## config.mk

```make
export PLATFORM = sky130hd
export DESIGN_NAME = sync_debounce
export DESIGN_NICKNAME = d
export VERILOG_FILES = /design/src/rtl/sync_debounce_pkg.sv /design/src/rtl/sync_debounce_ch.sv /design/src/rtl/sync_debounce.sv
export SDC_FILE = /design/constraint.sdc
export NUM_CORES = 1
export LEC_CHECK = 0
export CAP_MARGIN = 40
export CORE_MARGIN = 5
export CORE_UTILIZATION = 52
export DETAILED_ROUTE_END_ITERATION = 8
export GPL_ROUTABILITY_DRIVEN = 0
export PLACE_DENSITY = 0.77
export SLEW_MARGIN = 40
export SYNTH_ARGS = -nofsm -noshare
export SYNTH_HDL_FRONTEND = slang
export SYNTH_SLANG_ARGS = --single-unit
export TNS_END_PERCENT = 20
```

## constraint.sdc

```tcl
create_clock -name clk -period 1.7 [get_ports clk]
set_clock_uncertainty 0.15 [all_clocks]
set_input_delay 0.34 -clock clk [delete_from_list [all_inputs] [get_ports clk]]
set_output_delay 0.34 -clock clk [all_outputs]
set_load 0.03 [all_outputs]
```

## src/rtl/sync_debounce_pkg.sv

```systemverilog
// Shared defaults and helpers for the synchronizer/debounce input conditioner.
package sync_debounce_pkg;

  localparam int DEFAULT_NUM_CH          = 4;
  localparam int DEFAULT_SYNC_STAGES     = 2;
  localparam int DEFAULT_DEBOUNCE_CYCLES = 4;

  // Counter width able to hold values up to DEBOUNCE_CYCLES.
  function automatic int cnt_width(input int cycles);
    return $clog2(cycles + 1);
  endfunction

endpackage

```

## src/rtl/sync_debounce_ch.sv

```systemverilog
// Single-bit channel: flop synchronizer chain followed by a consecutive-mismatch
// debounce counter, a registered level and registered one-cycle edge strobes.
module sync_debounce_ch
  import sync_debounce_pkg::*;
#(
  parameter int   NUM_STAGES      = DEFAULT_SYNC_STAGES,
  parameter int   DEBOUNCE_CYCLES = DEFAULT_DEBOUNCE_CYCLES,
  parameter logic RESET_VAL_BIT   = 1'b0
) (
  input  logic clk,
  input  logic rst,
  input  logic async_in,
  output logic level,
  output logic rise,
  output logic fall
);

  localparam int CNT_W = cnt_width(DEBOUNCE_CYCLES);
  localparam logic [CNT_W-1:0] CNT_LAST = CNT_W'(DEBOUNCE_CYCLES - 1);

  generate
    if (NUM_STAGES < 2) begin : g_bad_stages
      $error("sync_debounce_ch: NUM_STAGES must be at least 2");
    end
    if (DEBOUNCE_CYCLES < 1) begin : g_bad_cycles
      $error("sync_debounce_ch: DEBOUNCE_CYCLES must be at least 1");
    end
  endgenerate

  logic [NUM_STAGES-1:0] sync_q;
  logic [CNT_W-1:0]      cnt_q;
  logic                  level_q;
  logic                  rise_q;
  logic                  fall_q;
  logic                  s;
  logic                  accept;

  // Pure shift chain: nothing sits between the synchronizer flops.
  always_ff @(posedge clk) begin
    if (rst) begin
      sync_q <= {NUM_STAGES{RESET_VAL_BIT}};
    end else begin
      sync_q <= {sync_q[NUM_STAGES-2:0], async_in};
    end
  end

  assign s      = sync_q[NUM_STAGES-1];
  assign accept = (s != level_q) && (cnt_q == CNT_LAST);

  always_ff @(posedge clk) begin
    if (rst) begin
      cnt_q   <= '0;
      level_q <= RESET_VAL_BIT;
      rise_q  <= 1'b0;
      fall_q  <= 1'b0;
    end else begin
      rise_q <= accept & s;
      fall_q <= accept & ~s;
      if (s == level_q) begin
        cnt_q <= '0;
      end else if (accept) begin
        level_q <= s;
        cnt_q   <= '0;
      end else begin
        cnt_q <= cnt_q + CNT_W'(1);
      end
    end
  end

  assign level = level_q;
  assign rise  = rise_q;
  assign fall  = fall_q;

endmodule

```

## src/rtl/sync_debounce.sv

```systemverilog
// Multi-channel input conditioner: one independent synchronize+debounce
// channel per asynchronous input bit.
module sync_debounce
  import sync_debounce_pkg::*;
#(
  parameter int                NUM_CH          = DEFAULT_NUM_CH,
  parameter int                NUM_STAGES      = DEFAULT_SYNC_STAGES,
  parameter int                DEBOUNCE_CYCLES = DEFAULT_DEBOUNCE_CYCLES,
  parameter logic [NUM_CH-1:0] RESET_VAL       = '0
) (
  input  logic              clk,
  input  logic              rst,
  input  logic [NUM_CH-1:0] async_in,
  output logic [NUM_CH-1:0] level_out,
  output logic [NUM_CH-1:0] rise_out,
  output logic [NUM_CH-1:0] fall_out
);

  generate
    for (genvar i = 0; i < NUM_CH; i++) begin : g_ch
      sync_debounce_ch #(
        .NUM_STAGES      (NUM_STAGES),
        .DEBOUNCE_CYCLES (DEBOUNCE_CYCLES),
        .RESET_VAL_BIT   (RESET_VAL[i])
      ) u_ch (
        .clk      (clk),
        .rst      (rst),
        .async_in (async_in[i]),
        .level    (level_out[i]),
        .rise     (rise_out[i]),
        .fall     (fall_out[i])
      );
    end
  endgenerate

endmodule
```

==> out/results.ini <==
[setup_path]
critPathLaunchType = flip-flop
reg2reg_slack_ns = 0.34
critPathMaxFanout = 5
endpoint = level_out[1]
slowest_delay_ns = 0.42
crit_type = reg -> out
cp_cell_sequence = dlygate4sd2_1
cp.depth = 1
crit_required_ns = 1.21
reg2regPathDepth = 3
reg2reg_to = g_ch[2].u_ch.cnt_q[2]
crit_start = g_ch[1].u_ch.level
path_delay_family = buffers and inverters
arrival_ns = 1.14
critPathCaptureType = output port
rr_startpoint = g_ch[2].u_ch.cnt_q[0]
cp_num_buf_inv = 1
cp_slowest_cell = dlygate4sd2_1

[place]
dp_hpwl_mm = 1.08
dp_worst_setup_slack_ns = 0.128
io_buffers = 17
placedCellCount = 130
postPlaceCellArea_sq_mm = 0.00134

[min_path]
min_path_type = reg -> reg
worstHoldStart = g_ch[1].u_ch.cnt_q[0]

[routing]
vias = 661
routed_wirelength_mm = 1.52
viasPerCell = 4.79
ant_nets = 0
drt-wirelength-per-cell_microns = 11.0
initialDrtViolationCount = 0
route.detailed.drc = 0
firstDrtPassIters = 1

[global_routing]
grt_pass1_wl_mm = 2.67
grt_pass1_vias = 649
antenna_found_initial = 0
grt_start_max_net_pins = 33
track_usage_pct = 10.3
grt_overflow = 0

[timing]
fmax_mhz = 613
hold_slack_ns = 0.287
period_share_pct = 96.0
hold_viol = 0
setup_viol_count_final = 0
tightest_slew_ns = 0.364
finalMaxSlewViolations = 0
final.setup.tns_ns = 0
max-slew-margin-rel_pct = 75.6
timing.final.ws_setup_ns = 0.0685
grt_setup_unrepaired = no
layout_min_cycle_time_ns = 1.63

[final_layout]
nets = 123
layout-drive-gt1-share_pct = 20.9
post-route-util_pct = 63.2
mostFrequentLayoutCells = 32 x dfxtp_1, 12 x dlygate4sd2_1, 8 x nor2b_1, 8 x and4bb_2, 8 x ha_1
area_delta_synth_final_pct = 14.6
antennaDiodeCount = 0
final_area_sq_mm = 0.00142
n_fill_cell = 195
final_common_cell = dfxtp_1
fin_cells = 138

[clock_network]
cts_setup_buffers = 0
cts.clk_slew.worst_paths_ns = 0.09
clock_latency_ns = 0.31
cts_made_buffers = 5
cts-root-buf = clkbuf_4
postCtsResizedCells = 12
hold_buffers = 0
tritoncts = built
clkSinkCount = 32
cts.path.max_buffers = 2
htree_levels = 2

[synth]
synthXorXnorAreaFrac_pct = 2.82
syn-mean-instance-area_sq_um = 12.5
ys_top_cells_by_area = dfxtp_1 52%, and4bb_2 8.1%, ha_1 8.1%
synth.distinct_cells = 13
ys_warn_count = 0
synth-seq-cells = 32
ys_seq_area_share_pct = 51.6
netlist_area_sq_mm = 0.00124
yosys-mux-area-fraction_pct = 3.22
synth_top_area_share_pct = 51.6
synth_simple_gate_area_share_pct = 23.2
syn_nets = 113
synth_fa_ha_area_share_pct = 8.06
synth_top_family_by_area = simple AND/OR/NAND/NOR gates
yosysTopAreaCell = dfxtp_1
synth_compound_area_share_pct = 0
synthCells = 99

[floorplan]
start_util_pct = 55.1
die_y_microns = 58.9
die_width_microns = 58.9
row_count = 17
core_area_sq_mm = 0.00225
die-area_sq_mm = 0.00347
io-pin-count = 18

[run]
maxCapViolCount = 0

[status]
status = complete, no violations

[power_and_ir_drop]
p_total_mw = 1.44
ir_worst_vdd_uv = 727
power_density_mw_per_mm2 = 1010
cellLeakagePower_nw = 0.583

[state kept, by name (all words and copies together) (netlist names)]
register          count
g_ch.u_ch.cnt_q      12
g_ch.u_ch.sync_q      8
g_ch.u_ch.fall        4
g_ch.u_ch.level       4
g_ch.u_ch.rise        4
[area by class of cell]
type	instances	area (sq um)	area share [%]
Multi-Input combinational cell	48	463	32.5
Inverter	4	15.0	1.05
Clock buffer	7	65.1	4.57
Timing Repair Buffer	18	175	12.3
Clock inverter	1	30.0	2.11
Sequential cell	32	641	45.0
Tap cell	28	35.0	2.46
[cell usage after synthesis (all sizes together)]
master	instances
inv	4
and4bb	8
ha	8
mux2i	4
buf	15
dfxtp	32
nor2b	8
nor4b	4
nor2	4
xnor2	4
nor4	8
[report_power, final]
group	switching (mW)	internal, mW	leakage (nW)	total [mW]
clock network	0.233	0.391	0.0515	0.624
registers	0.00651	0.761	0.260	0.767
logic	0.0190	0.0275	0.272	0.0465
[routing by layer]
layer  global-route usage [%]  part of all wire, %  vias to the layer above
met5                        0                    0                        -
met4                     4.85                 0.85                        0
met3                     3.95                  5.8                        2
met2                     18.3                   53                       13
met1                     10.4                   40                      292
li1                         -                    -                      354
[cells by family (layout without fill, tap and decap cells)]
family | count (synthesis) | in the layout
xor+xnor | 4 | 4
simple gates | 32 | 32
mux | 4 | 4
flops | 32 | 32
buf+inv | 19 | 30
fa+ha+maj | 8 | 8
[worst min-delay path by stage]
stage,depth (start not counted),end
2_1_floorplan,1,g_ch[0].u_ch.cnt_q[0]
3_3_place_gp,1,g_ch[1].u_ch.cnt_q[0]
3_5_place_dp,1,g_ch[1].u_ch.sync_q[1]
4_1_cts,1,g_ch[1].u_ch.cnt_q[0]
5_1_grt,1,g_ch[0].u_ch.cnt_q[0]
6_report,1,g_ch[1].u_ch.cnt_q[0]
Note: power is estimated with default switching activity, not from simulation.
